`src/rtl/sc_pkg.sv`:
```
// rtl/sc_pkg.sv - shared constants and types for the stochastic-computing FIR epoch control
package sc_pkg;
  localparam int SC_N     = 12;
  localparam int SC_ORDER = 18;

  typedef enum logic [1:0] {IDLE, RUN, DRAIN, DONE} sc_epoch_state_t;
  typedef logic [SC_N:0] sc_count_t;
endpackage

```
`src/rtl/sc_epoch_ctrl_if.sv`:
```
// rtl/sc_epoch_ctrl_if.sv - sample, VDC, datapath and result signals of sc_epoch_ctrl
// SC_EPOCH_TRUNC_EN adds the epoch_log2 input.
interface sc_epoch_ctrl_if #(parameter int N = 12);
  logic         in_valid;
  logic         in_ready;
  logic [N-1:0] in_sample;
  logic         vdc_clear;
  logic [N-1:0] vdc_re;
  logic         sc_bit;
  logic         sc_bit_valid;
  logic         dp_bit;
  logic         out_valid;
  logic         out_ready;
  logic [N:0]   out_result;
  logic         busy;
`ifdef SC_EPOCH_TRUNC_EN
  logic [$clog2(N+1)-1:0] epoch_log2;
`endif

  modport master (
`ifdef SC_EPOCH_TRUNC_EN
    output epoch_log2,
`endif
    output in_valid, in_sample, vdc_re, dp_bit, out_ready,
    input  in_ready, vdc_clear, sc_bit, sc_bit_valid, out_valid, out_result, busy
  );

  modport slave (
`ifdef SC_EPOCH_TRUNC_EN
    input  epoch_log2,
`endif
    input  in_valid, in_sample, vdc_re, dp_bit, out_ready,
    output in_ready, vdc_clear, sc_bit, sc_bit_valid, out_valid, out_result, busy
  );
endinterface

```
`src/rtl/sc_valid_delay.sv`:
```
// rtl/sc_valid_delay.sv - DP_LAT-stage valid delay line with an "empty" flag
module sc_valid_delay #(
  parameter int DP_LAT = 0
) (
  input  logic clock,
  input  logic reset,
  input  logic valid_in,
  output logic valid_out,
  output logic empty
);
  generate
    if (DP_LAT == 0) begin : g_wire
      logic unused_clk_rst;
      assign unused_clk_rst = clock ^ reset;
      assign valid_out = valid_in;
      assign empty     = 1'b1;
    end else begin : g_shift
      logic [DP_LAT-1:0] stage_q, stage_d, head_mask;

      always_comb begin
        stage_d    = stage_q << 1;
        stage_d[0] = valid_in;
      end

      always_ff @(posedge clock) begin
        if (!reset) stage_q <= '0;
        else        stage_q <= stage_d;
      end

      // empty: nothing queued behind the output stage, so the current output is the last one
      assign head_mask = {DP_LAT{1'b1}} >> 1;
      assign valid_out = stage_q[DP_LAT-1];
      assign empty     = !valid_in && !(|(stage_q & head_mask));
    end
  endgenerate
endmodule

```
`src/rtl/sc_epoch_ctrl.sv`:
```
// rtl/sc_epoch_ctrl.sv - epoch sequencer: sample in, 2^L-cycle bitstream out, ones count back
// SC_EPOCH_TRUNC_EN enables the shortened epoch of 2^epoch_log2 cycles.
module sc_epoch_ctrl
  import sc_pkg::*;
#(
  parameter int N      = SC_N,
  parameter int DP_LAT = 0
) (
  input  logic           clock,
  input  logic           reset,
  sc_epoch_ctrl_if.slave bus
);
  localparam logic [N:0]   ONE      = {{N{1'b0}}, 1'b1};
  localparam logic [N:0]   ONES_MAX = {1'b1, {N{1'b0}}};
  localparam logic [N-1:0] RUN_ONE  = {{(N-1){1'b0}}, 1'b1};

  sc_epoch_state_t state_q, state_d;
  logic [N-1:0] sample_q, sample_d;
  logic [N-1:0] run_cnt_q, run_cnt_d;
  logic [N:0]   ones_q, ones_d;
  logic [N:0]   result_q, result_d;
  logic sc_bit_q, sc_bit_d, sc_valid_q, sc_valid_d;
  logic out_valid_q, out_valid_d, vdc_clear_q, vdc_clear_d;
  logic in_ready_q, in_ready_d, busy_q, busy_d;
  logic accept, run_last, dp_valid, dl_empty;
  logic [N:0] run_term, result_full;

`ifdef SC_EPOCH_TRUNC_EN
  localparam int LW = $clog2(N + 1);
  localparam logic [2*N:0] SAT = {{N{1'b0}}, 1'b1, {N{1'b0}}};
  logic [LW-1:0] l_q, l_d;
  logic [2*N:0]  scaled;

  always_comb begin
    l_d = l_q;
    if (accept)
      l_d = (bus.epoch_log2 == '0 || int'(bus.epoch_log2) > N) ? LW'(N) : bus.epoch_log2;
  end

  always_ff @(posedge clock) begin
    if (!reset) l_q <= LW'(N);
    else        l_q <= l_d;
  end

  assign run_term    = (ONE << l_q) - ONE;
  assign scaled      = {{N{1'b0}}, ones_d} << (LW'(N) - l_q);
  assign result_full = (scaled > SAT) ? SAT[N:0] : scaled[N:0];
`else
  assign run_term    = {1'b0, {N{1'b1}}};
  assign result_full = ones_d;
`endif

  assign run_last = ({1'b0, run_cnt_q} == run_term);

  sc_valid_delay #(.DP_LAT(DP_LAT)) u_vdly (
    .clock     (clock),
    .reset     (reset),
    .valid_in  (sc_valid_q),
    .valid_out (dp_valid),
    .empty     (dl_empty)
  );

  always_comb begin
    state_d   = state_q;
    sample_d  = sample_q;
    run_cnt_d = run_cnt_q;
    result_d  = result_q;
    accept    = 1'b0;
    unique case (state_q)
      IDLE: if (bus.in_valid) begin
        accept    = 1'b1;
        sample_d  = bus.in_sample;
        run_cnt_d = '0;
        state_d   = RUN;
      end
      RUN: begin
        run_cnt_d = run_cnt_q + RUN_ONE;
        if (run_last) state_d = DRAIN;
      end
      DRAIN: if (dl_empty) state_d = DONE;
      DONE:  if (bus.out_ready) state_d = IDLE;
      default: state_d = IDLE;
    endcase

    ones_d = ones_q;
    if (accept) ones_d = '0;
    else if (dp_valid && bus.dp_bit && ones_q != ONES_MAX) ones_d = ones_q + ONE;

    // the last delayed bit is counted on the same edge that enters DONE, so use ones_d
    if (state_q == DRAIN && dl_empty) result_d = result_full;

    sc_valid_d  = (state_q == RUN);
    sc_bit_d    = (state_q == RUN) && (bus.vdc_re < sample_q);
    out_valid_d = (state_d == DONE);
    vdc_clear_d = (state_d != RUN);
    in_ready_d  = (state_d == IDLE);
    busy_d      = (state_d != IDLE);
  end

  always_ff @(posedge clock) begin
    if (!reset) begin
      state_q     <= IDLE;
      sample_q    <= '0;
      run_cnt_q   <= '0;
      ones_q      <= '0;
      result_q    <= '0;
      sc_bit_q    <= 1'b0;
      sc_valid_q  <= 1'b0;
      out_valid_q <= 1'b0;
      vdc_clear_q <= 1'b1;
      in_ready_q  <= 1'b1;
      busy_q      <= 1'b0;
    end else begin
      state_q     <= state_d;
      sample_q    <= sample_d;
      run_cnt_q   <= run_cnt_d;
      ones_q      <= ones_d;
      result_q    <= result_d;
      sc_bit_q    <= sc_bit_d;
      sc_valid_q  <= sc_valid_d;
      out_valid_q <= out_valid_d;
      vdc_clear_q <= vdc_clear_d;
      in_ready_q  <= in_ready_d;
      busy_q      <= busy_d;
    end
  end

  assign bus.in_ready     = in_ready_q;
  assign bus.vdc_clear    = vdc_clear_q;
  assign bus.sc_bit       = sc_bit_q;
  assign bus.sc_bit_valid = sc_valid_q;
  assign bus.out_valid    = out_valid_q;
  assign bus.out_result   = result_q;
  assign bus.busy         = busy_q;
endmodule

```
`src/flat_wrapper.sv`:
```
// flat-port wrapper written by rule: the top's interface ports become plain ports
module sc_epoch_ctrl_flat import sc_pkg::*;
#(
  parameter int N      = SC_N,
  parameter int DP_LAT = 0
)
  (clock, reset, bus_in_valid, bus_in_sample, bus_vdc_re, bus_dp_bit, bus_out_ready, bus_in_ready, bus_vdc_clear, bus_sc_bit, bus_sc_bit_valid, bus_out_valid, bus_out_result, bus_busy);
  sc_epoch_ctrl_if #(.N(N)) bus_i ();
  input  logic clock;
  input  logic reset;
  input wire logic [$bits(bus_i.in_valid)-1:0] bus_in_valid;
  input wire logic [$bits(bus_i.in_sample)-1:0] bus_in_sample;
  input wire logic [$bits(bus_i.vdc_re)-1:0] bus_vdc_re;
  input wire logic [$bits(bus_i.dp_bit)-1:0] bus_dp_bit;
  input wire logic [$bits(bus_i.out_ready)-1:0] bus_out_ready;
  output wire logic [$bits(bus_i.in_ready)-1:0] bus_in_ready;
  output wire logic [$bits(bus_i.vdc_clear)-1:0] bus_vdc_clear;
  output wire logic [$bits(bus_i.sc_bit)-1:0] bus_sc_bit;
  output wire logic [$bits(bus_i.sc_bit_valid)-1:0] bus_sc_bit_valid;
  output wire logic [$bits(bus_i.out_valid)-1:0] bus_out_valid;
  output wire logic [$bits(bus_i.out_result)-1:0] bus_out_result;
  output wire logic [$bits(bus_i.busy)-1:0] bus_busy;
  assign bus_i.in_valid = bus_in_valid;
  assign bus_i.in_sample = bus_in_sample;
  assign bus_i.vdc_re = bus_vdc_re;
  assign bus_i.dp_bit = bus_dp_bit;
  assign bus_i.out_ready = bus_out_ready;
  assign bus_in_ready = bus_i.in_ready;
  assign bus_vdc_clear = bus_i.vdc_clear;
  assign bus_sc_bit = bus_i.sc_bit;
  assign bus_sc_bit_valid = bus_i.sc_bit_valid;
  assign bus_out_valid = bus_i.out_valid;
  assign bus_out_result = bus_i.out_result;
  assign bus_busy = bus_i.busy;
  sc_epoch_ctrl #(.N(N), .DP_LAT(DP_LAT)) u_core (.clock(clock), .reset(reset), .bus(bus_i));
endmodule
```
`config.mk`:
```
export PLATFORM = sky130hd
export DESIGN_NAME = sc_epoch_ctrl_flat
export DESIGN_NICKNAME = d
export VERILOG_FILES = /design/src/rtl/sc_pkg.sv /design/src/rtl/sc_epoch_ctrl_if.sv /design/src/rtl/sc_valid_delay.sv /design/src/rtl/sc_epoch_ctrl.sv /design/src/flat_wrapper.sv
export SDC_FILE = /design/constraint.sdc
export NUM_CORES = 1
export LEC_CHECK = 0
export CORE_ASPECT_RATIO = 1.75
export CORE_MARGIN = 4
export CORE_UTILIZATION = 35
export CTS_BUF_LIST = sky130_fd_sc_hd__clkbuf_16
export CTS_CLUSTER_DIAMETER = 150
export DETAILED_ROUTE_END_ITERATION = 8
export GPL_TIMING_DRIVEN = 0
export REMOVE_ABC_BUFFERS = 1
export SETUP_SLACK_MARGIN = 0.4
export SLEW_MARGIN = 20
export SYNTH_ARGS = -nofsm -noshare
export SYNTH_HDL_FRONTEND = slang
export SYNTH_SLANG_ARGS = --single-unit
```
`constraint.sdc`:
```
create_clock -name clock -period 1.89 [get_ports clock]
set_input_delay 0.378 -clock clock [delete_from_list [all_inputs] [get_ports clock]]
set_output_delay 0.378 -clock clock [all_outputs]
set_load 0.01 [all_outputs]
```
; Word-level counts from Yosys, hierarchy flattened
; Cells that the tools add are included.
[classes]
order_cmp = 1
muxes = 10
eq_ne = 8
addsub = 2
reduce_logical = 9
[op_table]
columns = operator, n
row1 = 13-bit two-way mux, 2
row2 = 12-bit one-hot mux with 2 select lines, 1
row3 = 13-bit by 1-bit adder with 13-bit output (second input constant), 1
row4 = 13-bit != test (second input constant), 1
row5 = 12-bit by 1-bit adder with 12-bit output (second input constant), 1
row6 = 12-bit == test (second input constant), 1
row7 = 12-bit < comparator, 1
row8 = 12-bit two-way mux, 1
row9 = 2-bit one-hot mux with 4 select lines, 1
row10 = 2-bit == test (second input constant), 3
row11 = 2-bit two-way mux, 3
row12 = 2-bit zero test, 2
row13 = 2-bit AND reduction, 2
row14 = 2-bit nonzero test, 2
row15 = 1-bit logical AND, 3
row16 = 2-bit by 1-bit == test with 1-bit output (second input constant), 1
row17 = 1-bit two-way mux, 2
row18 = 2-bit by 1-bit != test with 1-bit output (second input constant), 1
row19 = 2-bit != test (second input constant), 1
[word_totals]
ff_bits = 58
in_bits = 29
output_inout_bits = 19

; Longest topological paths before layout
; Gate-level depths: netlist (run 1).
[logic_depth]
ltp_word = 4
ltp_mapped = 6

; Cells and area by module
; Synthesis (run 1) repeated with hierarchy kept, for this count alone.
[unflattened]
hier_cells = 313
hier_area_um2 = 2670.1
[modules_own_cells]
columns = module, instances, seq_area_each_um2, cells_each, area_per_inst_um2
row1 = sc_epoch_ctrl, 1, 1161.1, 310, 2651.3
row2 = sc_valid_delay, 1, 0.0, 3, 18.8

; Least setup slack after synthesis (run 1)
; Ideal clock, no wire load.
[synth_path]
path_kind = input to register
startpoint = in bus_vdc_re[1]
endpoint = reg u_core.sc_bit_q (netlist: u_core.bus.sc_bit)
slack_ns = 0.501
required_time_ns = 1.794
path_stages = 4
t_arrival_ns = 1.293
setup_ns = 0.096
cell_sequence = ha_1 -> a2111oi_0 -> nor4_1 -> nor4b_1
[synth_via]
elab_chain_len = 2
[synth_rtl]
columns = item, line
row1 = start: declaration, flat_wrapper.sv:13  ; input wire logic [$bits(bus_i.vdc_re)-1:0] bus_vdc_re;
row2 = 12-bit < comparator, sc_epoch_ctrl.sv:93  ; sc_bit_d = (state_q == RUN) && (bus.vdc_re < sample_q);
row3 = 1-bit logical AND, sc_epoch_ctrl.sv:93
row4 = end signal: assignment, sc_epoch_ctrl.sv:119  ; sc_bit_q <= sc_bit_d;
row5 = end: declaration, sc_epoch_ctrl.sv:22  ; logic sc_bit_q, sc_bit_d, sc_valid_q, sc_valid_d;
; Every way passes these cells.
; A chain may end at the register's enable or synchronous reset.

; Worst setup path after layout (run 1)
[layout_path]
startpoint = in bus_vdc_re[7]
endpoint = reg u_core.sc_bit_q (netlist: u_core.bus.sc_bit)
; Same word-level chain as after synthesis.

==> results.md, run 1 <==
* Post-Synth XOR/XNOR Area at 0.03585
* CP required at 2.09 ns
* Clock share of power at 0.468
* Post-synthesis cell area at 0.002688 mm^2
* Clk slew on worst S/H paths at 0.04 ns
* Main area contributors after synthesis: dfxtp_1, ha_1, nand2_1
* Worst skew pair latency at 0.32 ns
* Internal at 0.002215 W
* Crit-path slowest cell: clkdlybuf4s50_1
* Switching power at 0.0006287 W
* Placer Congestion at 0.8644
* Initial DRC Count at 43
* Leakage at 1.438 nW
* Vias per Instance at 5.119
* Worst Skew at 0.004397 ns
* Hold Buf Count CTS at 0
* H-tree depth at 3
* Largest net degree at the start of global routing at 29
* Routed Antenna Nets at 0
* Worst r2r src: u_core.ones_q[1]
* Maxcap violations at 0
* Combinational power share at 0.085
* DR pass1 iterations at 4
* Seq cells post-synth at 58
* Maximum vdd drop at 0.4385 mV
* Worst-path maximum fanout at 3
* Grt ovf at 0
* Max_slew headroom at 0.7212
* Yosys top cell area share at 0.4320
* Fin. Hold Viols at 0
* Vias in the first global route at 2252
* Worst hold start: u_core.sample_q[10]
* Power density over the cells at 775.2 mW/mm^2
* Slew at the pin closest to its max-slew limit at 0.4182 ns
* Post-Synth Simple-Gate Area at 0.2472
* Nets at 404
* Startpoint types: input pin
* Final cell count without fillers at 452
* Worst-case reg-to-reg path depth at 7
* Worst Path Arrival at 1.68 ns
* Multiplexer share of the synthesized area at 0.02048
* Area Growth Syn to Fin at 36.50%
* WHS Path Cells at 2
* Gr usage total at 0.1482
* Crit. End Element: flop
* Fin crit share at 0.7822
* Worst Hold Class: flop to flop
* Core area at 0.007515 mm^2
* Total CTS buffers at 9
* Synth Area in Compound Gates at 0.1466
* DR WL/cell at 14.08 um
* Cell count after placement at 429
* Die Area at 0.009200 mm^2
* Clock sink count at 58
* RR Endpoint: u_core.bus.out_result[2]
* IO buf count at 47
* Finish-stage setup viols at 0
* Biggest area consumer among synthesized cells: dfxtp_1
* Tmin final at 1.478 ns
* R2R setup slack at 0.42 ns
* Slew Limit Fails at 0
* Status: complete, no violations
* Post-synthesis sequential area ratio at 0.4320
* Die Span X at 74.24 um
* DIE HEIGHT at 123.9 um
* Syn Area/Cell at 8.783 um^2
* Final WL at 6.364 mm
* F_max at 676.5 MHz
* CTS root buffer: clkbuf_16
* Initial antenna violation count at 0
* Routed vias at 2314
* CTS tree: built
* First-pass GRT wire length at 10.19 mm
* Max incr delay on CP at 0.44 ns
* Clk buf depth at 2
* Mapped Cells at 306
* Starting Density at 0.3576
* Fraction of registers with async set/reset at 0
* Rows at 42
* Post-placement setup slack at -0.6874 ns
* N_diodes at 0
* Power Total at 0.002844 W
* Largest family of logic cells by synthesized area: simple AND/OR/NAND/NOR gates
* Adder-cell share of the synthesized area at 0.06518
* Final WS setup at 0.4117 ns
* Crit path cell chain: clkdlybuf4s50_1, ha_1, nand4_1, nor4_2, nor4b_2
* DP HPWL at 4.347 mm
* Sequential share of power at 0.447
* YS warnings at 0
* Unrepaired setup endpoints after global routing: yes
* Switch share at 0.2211
* EDFF count, synth at 0
* Top FF cell, synth: dfxtp_1
* Hold EP: u_core.sample_q[10]
* Layout cell share with drive strength beyond 1 at 0.1868
* DRC at 0
* Unique masters post-synth at 50
* CP Class: input pin to flop
* Top-Level Pins at 48
[through the flow]
step	util	cell area (um^2)	hold WS (ns)	TNS, ns
after floorplan	-	2614	0.4363	0
after CTS	0.4735	3558	0.4546	0
after global routing	0.4882	3669	0.4713	0
after global placement	0.4251	3194	0.4429	-18.70
final	0.4882	3669	0.4509	0
after detailed placement	0.4269	3208	0.4486	-14.24
[Yosys cell counts, types with 2 or more instances]
master     count
clkbuf_1       5
o21a_1         2
a31oi_1        2
nor4_2         3
xnor2_1       11
nand2_1       41
nor4_1         3
mux2_2         3
inv_1         17
nor2b_1        4
o41ai_1        3
buf_6          2
nor3_1         5
nand4_1        8
a211oi_2       3
and3_1         4
buf_2          5
ha_1          14
nand3_1        7
a22oi_1        2
a21oi_1       28
a21o_1         2
nor2_1        33
nor4b_2        2
nand4_2        2
dfxtp_1       58
o2111ai_1      3
o21ai_0       12
[flip-flops by register name (all words and copies together) (netlist names)]
name / count
u_core.bus.out_result: 13
u_core.ones_q: 13
u_core.bus.in_ready: 1
u_core.bus.sc_bit: 1
u_core.sample_q: 12
u_core.bus.vdc_clear: 1
u_core.bus.busy: 1
u_core.bus.out_valid: 1
u_core.run_cnt_q: 12
u_core.state_q: 2
u_core.bus.sc_bit_valid: 1
[cells in the final DEF (no fill, tap or decap), types with 4 or more instances in the layout]
cell type        instances
dfxtp_1                 51
nand2_1                 39
nor2_1                  33
a21oi_1                 27
clkdlybuf4s50_1         25
dlygate4sd2_1           21
inv_1                   20
ha_1                    13
o21ai_0                 11
xnor2_1                 10
clkbuf_16                9
nand4_1                  8
buf_4                    7
dfxtp_2                  5
nand3_1                  4
nor3_1                   4
nor4_2                   4
and3_1                   4
[power groups by stage]
stage | sequential, W | combinational (W) | clock, W
after floorplan | 0.00129 | 0.000105 | 0
after global placement | 0.00129 | 0.000216 | 0
after detailed placement | 0.00129 | 0.000220 | 0
after CTS | 0.00127 | 0.000234 | 0.00137
after global routing | 0.00127 | 0.000273 | 0.00142
final | 0.00127 | 0.000243 | 0.00133
[how the worst max path moves through the flow]
stage	start	end	slack, ns	cells past startpoint
final	bus_vdc_re[7]	u_core.bus.sc_bit	0.41	5
after global routing	u_core.ones_q[1]	u_core.ones_q[2]	0.34	7
after CTS	bus_vdc_re[1]	u_core.bus.sc_bit	0.26	5
after detailed placement	reset	u_core.bus.sc_bit	-0.69	4
after global placement	reset	u_core.bus.sc_bit	-0.68	4
after floorplan	u_core.state_q[1]	u_core.bus.out_result[1]	0.0004	4
[area by class of cell]
| cell class | instances | area (um^2) |
|---|---|---|
| well taps | 88 | 110.1 |
| repair buffers | 56 | 508.0 |
| flip-flops and latches | 58 | 1175 |
| fillers | 723 | 3846 |
| clock buffers | 9 | 225.2 |
| inverters | 18 | 70.07 |
| clock inverters | 5 | 18.77 |
| multi-input cells | 218 | 1562 |
[worst max-delay path, delay by kind of cell]
family        cells  cell delay, ns
fa+ha+maj         1            0.33
buf+inv           1            0.44
simple gates      3            0.53
[kinds of logic after synthesis]
| logic type | count (synthesis) |
|---|---|
| AND/OR/NAND/NOR | 125 |
| AO/OA/AOI/OAI | 62 |
| flip-flops | 58 |
| buffers and inverters | 31 |
| adder cells (fa/ha/maj) | 14 |
| XOR/XNOR | 11 |
| multiplexers | 5 |
[routing by layer]
metal,global-route usage,wire [um]
met5,0,0
met4,0.07572,141
met3,0.03877,232
met2,0.2833,3779
met1,0.1388,2210
[what timing repair did]
item / in CTS / in global routing
setup endpoints to repair: 74 / 15
setup buffers: 6 / 2
pin swaps: 3 / 4
cloned: 1 / 0
resized for setup: 46 / 24
Note: power is estimated with default switching activity, not from simulation.
==> inputs of run 2 (changes only) <==
==> constraint.sdc (replaced) <==
create_clock -name clock -period 1.4 [get_ports clock]
set_input_delay 0.28 -clock clock [delete_from_list [all_inputs] [get_ports clock]]
set_output_delay 0.28 -clock clock [all_outputs]
set_load 0.01 [all_outputs]
==> run 2 against run 1 <==
Compared with the run above: clock skew is 0.0010 ns lower; via count rose by 11%; routed wire length is 21% higher; power is 40% higher; final area is 22% higher; setup slack worse by 0.41 ns; worst hold slack lost 0.11 ns; first-iteration DRC count rose by 79%; core utilization up 11 points; largest cell class unchanged; highest routed layer unchanged.
==> results.md, run 2 (synthesis results as in run 1) <==
* Worst hold start: reset
* Area Growth Syn to Fin at 66.11%
* Post-Route Setup TNS at 0 ns
* Grt met3 use at 0.03958
* Leakage at 1.768 nW
* Final WL at 7.722 mm
* N_diodes at 0
* DRC at 0
* Reg area at 0.001244 mm^2
* CP required at 1.66 ns
* Worst-path maximum fanout at 4
* Max incr delay on CP at 0.36 ns
* Clock sink count at 58
* Total CTS buffers at 9
* First-pass GRT wire length at 11.33 mm
* RR Endpoint: u_core.bus.out_result[1]
* Clk slew on worst S/H paths at 0.05 ns
* DR WL/cell at 15.95 um
* Top-Level Pins at 48
* Startpoint types: flop
* GRT met1 Usage at 0.1604
* Hold Buf Count CTS at 0
* Layer carrying the most global-route usage: met2
* Filler instances at 621
* Maxcap violations at 0
* CTS root buffer: clkbuf_16
* Largest net degree at the start of global routing at 29
* Slew at the pin closest to its max-slew limit at 0.3982 ns
* Routed vias at 2565
* GR Util met2 at 0.3122
* Finish-stage setup viols at 0
* Power density over the cells at 892.4 mW/mm^2
* Vias per Instance at 5.300
* Starting Density at 0.3576
* Die Span X at 74.24 um
* IO buf count at 47
* Fin. Hold Viols at 0
* Fin crit share at 0.9994
* Worst-case reg-to-reg path depth at 6
* Worst Path Arrival at 1.65 ns
* Die Area at 0.009200 mm^2
* Crit-path slowest cell: dfxtp_4
* Rows at 42
* Initial antenna violation count at 0
* H-tree depth at 3
* Commonest non-fill, non-tap cells in the layout: dfxtp_2, buf_6, buf_4
* CP Class: flop to flop
* DP HPWL at 4.347 mm
* Worst r2r src: u_core.ones_q[1]
* Unrepaired setup endpoints after global routing: yes
* Crit. End Element: flop
* Max_slew headroom at 0.7345
* Slew Limit Fails at 0
* Worst Skew at 0.003363 ns
* Routed Antenna Nets at 0
* Gr usage total at 0.1633
* Initial DRC Count at 77
* Vias in the first global route at 2437
* CTS tree: built
* Area of the multi-input gates at 0.001948 mm^2
* DR pass1 iterations at 4
* Post-DP Area at 0.003208 mm^2
* Tmin final at 1.399 ns
* Maximum vdd drop at 0.6319 mV
* Status: complete, no violations
* Fin area at 0.004464 mm^2
* Buffers and inverters on the worst path at 1
* DIE HEIGHT at 123.9 um
* Commonest non-fill, non-tap cell in the layout: dfxtp_2
* Hold WS at 0.3421 ns
* WHS Path Cells at 2
* Clk buf depth at 2
* Hold EP: u_core.bus.vdc_clear
* Power Total at 0.003984 W
* Worst skew pair latency at 0.32 ns
* Layout cell share with drive strength beyond 1 at 0.5227
* CP delay by family, top: simple AND/OR/NAND/NOR gates
* Crit path cell chain: inv_4, ha_4, nor4b_4, nand3_2, mux2_4, a21oi_2
* Core area at 0.007515 mm^2
* R2R setup slack at 0.0009 ns
* F_max at 714.7 MHz
* Grt ovf at 0
* Nets at 436
* Worst Hold Class: input pin to flop
* Placer Congestion at 0.8644
run 2: cell type report:
type                    instances  share of cell area
multi-input cells             219              0.4364
well taps                      88             0.02466
inverters                      18             0.01626
clock buffers                   9             0.05045
flip-flops and latches         58              0.2786
clock inverters                 5            0.004204
repair buffers                 87              0.1895
run 2: worst max-delay path by stage:
stage,from,to,slack [ns],cells after the start
after global routing,u_core.ones_q[0],u_core.bus.out_result[1],-0.08,6
after global placement,reset,u_core.bus.sc_bit,-1.08,4
final,u_core.ones_q[1],u_core.bus.out_result[1],0.0009,6
after floorplan,u_core.state_q[1],u_core.bus.out_result[1],-0.49,4
after CTS,u_core.ones_q[1],u_core.bus.out_result[1],0.02,6
after detailed placement,reset,u_core.bus.sc_bit,-1.08,4
run 2: metal layers:
metal / up-vias / routed length [um]
met2: 53 / 4580
met1: 1248 / 2693
met3: 13 / 263
met5: - / 0
li1: 1251 / -
met4: 0 / 185
run 2: where the power goes:
| group | internal [W] | total, W | switching (W) |
|---|---|---|---|
| clock | 0.00114 | 0.00181 | 0.000668 |
| combinational | 0.000252 | 0.000474 | 0.000223 |
| sequential | 0.00167 | 0.00170 | 0.0000295 |
run 2: repair_timing:
action,in CTS,in global routing
setup endpoints to repair,77,75
gates cloned,2,1
pin swaps,37,51
setup buffers,27,11
gates resized for setup,209,74
run 2: per-stage QoR:
stage               worst slack, ns  std cells  utilization
floorplan                   -0.4896        293            -
global placement             -1.077        428       0.4251
detailed placement           -1.079        429       0.4269
CTS                         0.01582        472       0.5391
global route               -0.07813        484       0.5941
finish                    0.0008661        484       0.5941
